===== src/rtl/prio_enc_pipe.sv =====
// Three-stage pipelined priority encoder with valid/ready on both sides and a segmented two-level encode.
// Define PRIO_ONEHOT_EN to add the registered out_onehot output.
module prio_enc_pipe #(
    parameter int WIDTH = 16,
    parameter int SEG   = 4,
    parameter int IDX_W = 4,
    parameter int TAG_W = 4
) (
    input  logic             clk,
    input  logic             rst_n,
    input  logic             in_valid,
    output logic             in_ready,
    input  logic [WIDTH-1:0] in_data,
    input  logic             in_mode,
    input  logic [TAG_W-1:0] in_tag,
    output logic             out_valid,
    input  logic             out_ready,
    output logic [IDX_W-1:0] out_idx,
    output logic             out_found,
`ifdef PRIO_ONEHOT_EN
    output logic [WIDTH-1:0] out_onehot,
`endif
    output logic [TAG_W-1:0] out_tag
);

    localparam int NSEG = WIDTH / SEG;
    localparam int LSW  = (SEG > 1) ? $clog2(SEG) : 1;

    logic             v0;
    logic [WIDTH-1:0] d0;
    logic             m0;
    logic [TAG_W-1:0] t0;

    logic             v1;
    logic             m1;
    logic [TAG_W-1:0] t1;
    logic             seg_found1 [NSEG];
    logic [LSW-1:0]   seg_idx1   [NSEG];

    logic             seg_found_c [NSEG];
    logic [LSW-1:0]   seg_idx_c   [NSEG];

    logic             sel_found;
    logic [IDX_W-1:0] sel_idx;

    logic load0;
    logic load1;
    logic load2;

    // A stage may advance when it is empty or its contents move on this cycle,
    // so in_ready depends combinationally on out_ready.
    assign load2    = !out_valid || out_ready;
    assign load1    = !v1 || load2;
    assign load0    = !v0 || load1;
    assign in_ready = load0;

    // Per-segment local winner; the scan order makes the last hit the winner.
    always_comb begin
        for (int s = 0; s < NSEG; s++) begin
            seg_found_c[s] = 1'b0;
            seg_idx_c[s]   = '0;
            for (int j = 0; j < SEG; j++) begin
                if (!m0) begin
                    if (d0[s*SEG + j]) begin
                        seg_found_c[s] = 1'b1;
                        seg_idx_c[s]   = LSW'(j);
                    end
                end else begin
                    if (d0[s*SEG + (SEG-1-j)]) begin
                        seg_found_c[s] = 1'b1;
                        seg_idx_c[s]   = LSW'(SEG-1-j);
                    end
                end
            end
        end
    end

    // Winning segment selection; the index is built arithmetically so upper bits stay zero.
    always_comb begin
        int win;
        sel_found = 1'b0;
        sel_idx   = '0;
        win       = 0;
        for (int s = 0; s < NSEG; s++) begin
            if (!m1) begin
                if (seg_found1[s]) begin
                    sel_found = 1'b1;
                    win       = s*SEG + int'(seg_idx1[s]);
                end
            end else begin
                if (seg_found1[NSEG-1-s]) begin
                    sel_found = 1'b1;
                    win       = (NSEG-1-s)*SEG + int'(seg_idx1[NSEG-1-s]);
                end
            end
        end
        if (sel_found) begin
            sel_idx = IDX_W'(win);
        end
    end

    always_ff @(posedge clk) begin
        if (!rst_n) begin
            v0 <= 1'b0;
            d0 <= '0;
            m0 <= 1'b0;
            t0 <= '0;
        end else if (load0) begin
            v0 <= in_valid;
            if (in_valid) begin
                d0 <= in_data;
                m0 <= in_mode;
                t0 <= in_tag;
            end
        end
    end

    always_ff @(posedge clk) begin
        if (!rst_n) begin
            v1 <= 1'b0;
            m1 <= 1'b0;
            t1 <= '0;
            for (int s = 0; s < NSEG; s++) begin
                seg_found1[s] <= 1'b0;
                seg_idx1[s]   <= '0;
            end
        end else if (load1) begin
            v1 <= v0;
            if (v0) begin
                m1 <= m0;
                t1 <= t0;
                for (int s = 0; s < NSEG; s++) begin
                    seg_found1[s] <= seg_found_c[s];
                    seg_idx1[s]   <= seg_idx_c[s];
                end
            end
        end
    end

    always_ff @(posedge clk) begin
        if (!rst_n) begin
            out_valid  <= 1'b0;
            out_idx    <= '0;
            out_found  <= 1'b0;
            out_tag    <= '0;
`ifdef PRIO_ONEHOT_EN
            out_onehot <= '0;
`endif
        end else if (load2) begin
            out_valid <= v1;
            if (v1) begin
                out_idx    <= sel_idx;
                out_found  <= sel_found;
                out_tag    <= t1;
`ifdef PRIO_ONEHOT_EN
                out_onehot <= sel_found ? (WIDTH'(1) << sel_idx) : '0;
`endif
            end
        end
    end

endmodule


===== config.mk =====
export PLATFORM = sky130hd
export DESIGN_NAME = prio_enc_pipe
export DESIGN_NICKNAME = d
export VERILOG_FILES = /design/src/rtl/prio_enc_pipe.sv
export SDC_FILE = /design/constraint.sdc
export NUM_CORES = 1
export LEC_CHECK = 0
export ABC_AREA = 1
export BUFFER_PORTS_ARGS = -buffer_cell sky130_fd_sc_hd__buf_2
export CORE_UTILIZATION = 55
export DETAILED_ROUTE_END_ITERATION = 7
export PLACE_DENSITY = 0.78
export SYNTH_ARGS = -nofsm -noshare
export SYNTH_HDL_FRONTEND = slang
export SYNTH_SLANG_ARGS = --single-unit

===== constraint.sdc =====
create_clock -name clk -period 1.5 [get_ports clk]
set_input_delay 0.15 -clock clk [delete_from_list [all_inputs] [get_ports clk]]
set_output_delay 0.15 -clock clk [all_outputs]
set_load 0.01 [all_outputs]

==> impl_metrics.ini <==
[timing]
worstMarginPinSlew_ps = 311
rsz0062_at_grt = false
finalSetupTns_ps = 0
setup_viol = 0
skew_ps = 6.08
timing.slew.headroom_pct = 79.2
setup_ws_ps = 208
hold_violations = 0
worst_hold_slack_ps = 106
fin_crit_sh_pct = 86.1
period_needed_ps = 1290
max_freq_mhz = 774
drv_slew = 0

[final_layout]
fin_nets = 318
area_growth_pct = 15.1
stdcell_area_um2 = 2470
antenna_cells = 0
n_fill_cell = 342
drive_above_1_share_pct = 24.8

[critical_path]
critPathSlowestCell = dfxtp_1
crit_chain = inv_1 > nor2_4 > inv_2 > nand2_4 > nor2_8 > inv_2 > o21ai_1
worst-path-buf-inv = 3
cpMostUsedCell = inv_2
cp.arrival_ps = 1340
crit_fanout = 10
path_delay_family = flip-flops
crit_path_max_incr_delay_ps = 340
required_ps = 1540
start_kind = flip-flop
endpoint_kind = flip-flop
critPathKind = reg2reg

[die]
start_util_pct = 58.2
die_h_um = 64.5
core_area_um2 = 3690
die-area_um2 = 4160
dieWidth_um = 64.5
boundaryPins = 36
rows = 22

[synthesis]
synth_nets = 280
syn_inst = 255
synth.distinct_cells = 26
ys_ff_latch = 50
yosysWarnings = 0
yosys.area.top_type = dfxtp_1
synth_top_cells_by_area = dfxtp_1 38%, edfxtp_1 13%, a21oi_1 7.2%
syn-cell-area_um2 = 2150
synth_top_area_share_pct = 38.3
synth.avg_cell_area_um2 = 8.41
yosysSeqAreaShare_pct = 50.8

[global_routing]
antenna_found_initial = 0
use_met2_pct = 36.2
grt_pass1_vias = 1602
grt_overflow = 0
grt_usage_pct = 21.7
grt_pass1_wl_um = 6950
met1_usage_pct = 27.7
grt_use_met3_pct = 4.75
grt_max_degree = 28
top_usage_layer = met2

[outcome]
status = finished clean

[detailed_routing]
first_pass_iters = 4
dr_total_vias = 1749
wl_um = 4030
drc = 0
final_antenna_net_count = 0
routedWlPerCell_um = 11.8
vias_per_cell = 5.11
dr.first_iter.drc_count = 95

[placed_design]
io_buffers = 35
dp_hpwl_um = 2990
gp_congestion = 0.849
place_ws_ps = 216
postPlaceCellArea_um2 = 2360

[clocking]
ctsHoldBuffers = 0
ctsHtreeMaxLevel = 2
clk_path_buf_depth = 2
cts.repair.resized = 0
clock_latency_ps = 300
cts_tree = built
cts_buffers = 5
clkSlewWorstSetupHoldPaths_ps = 90
cts.sinks = 50
cts-root-buf = clkbuf_8
cts_setup_buffers = 0

[power]
p_clk_share_pct = 33.2
powerDensity_nw_per_um2 = 1120
power.internal_uw = 2080
power_uw = 2760
p_sw_uw = 686
ir_drop_mv = 0.866
switching_share_pct = 24.8
power_frac_comb_pct = 12.1
sequentialPowerShare_pct = 54.7
p_leak_uw = 0.00104

[min_path]
hp-class = in2reg

[flow_run]
maxCapViolations = 0
-- cell families after synthesis --
kind of cell,after synthesis,share of synthesized area (%)
AO/OA/AOI/OAI,87,23.2
AND/OR/NAND/NOR,84,18.3
flip-flops,50,50.8
buffers and inverters,34,7.64
-- routing by layer --
layer	wire [um]	vias up
li1	-	934
met1	2030	776
met2	1860	37
met3	109	2
met4	33	0
met5	0	-
-- per-stage QoR --
stage	util, %	instances
after floorplan	-	255
after global placement	64.0	334
after detailed placement	64.0	334
after CTS	67.0	342
after global routing	67.0	342
final	67.0	342
-- synth_stat cells (all sizes together) --
| cell type | instances |
|---|---|
| dfxtp | 41 |
| buf | 8 |
| inv | 25 |
| nand3 | 13 |
| o21ai | 40 |
| or2 | 3 |
| o211ai | 3 |
| o21bai | 1 |
| a21oi | 36 |
| o22ai | 3 |
| edfxtp | 9 |
| nand2 | 36 |
| a211oi | 4 |
| clkbuf | 1 |
| nor2 | 32 |
-- worst paths after layout --
path | from | to | slack [ps] | depth (start not counted)
setup / recovery | v1 | seg_found1[3] | 210 | 7
hold / removal | in_data[13] | d0[13] | 110 | 3
setup reg to reg | v1 | seg_found1[3] | 210 | 7
hold reg to reg | t1[3] | out_tag[3] | 460 | 2
-- final cells by class --
type	instances	area [um2]	area share, %
tap	48	60.1	2.43
timing repair buffer	40	225	9.12
clock inverter	3	40.0	1.62
clock buffer	5	68.8	2.79
sequential	50	1090	44.2
multi-input combinational	171	891	36.1
inverter	25	93.8	3.80
-- sequential cells by signal, summed over array words and instances (netlist names) --
register    count
seg_found1      4
out_tag         4
out_valid       1
t0              4
m0              1
t1              4
m1              1
out_idx         4
v1              1
seg_idx1        8
v0              1
d0             16
out_found       1
-- placed cells by master (no fill, tap or decap), types with 5 or more instances in the layout --
cell type / count
a21oi_2: 5
buf_2: 35
edfxtp_1: 9
a21oi_1: 31
dfxtp_1: 41
nor2_1: 30
inv_1: 21
nand2_1: 30
nand3_1: 12
o21ai_0: 25
clkbuf_8: 5
o21ai_1: 15
-- worst reg2reg max path, delay by kind of cell (launching register included) --
| family | cells | cell delay (ps) |
|---|---|---|
| buf+inv | 3 | 310 |
| simple gates | 3 | 310 |
| flops | 1 | 340 |
| compound gates | 1 | 80 |
-- power groups by stage --
| stage | Clock (uW) | Sequential (uW) | Combinational [uW] |
|---|---|---|---|
| final | 918 | 1510 | 334 |
| after global routing | 985 | 1520 | 379 |
| after CTS | 934 | 1510 | 336 |
| after detailed placement | 0 | 1540 | 335 |
| after global placement | 0 | 1540 | 326 |
| after floorplan | 0 | 1530 | 240 |
Note: power is estimated with default switching activity, not from simulation.
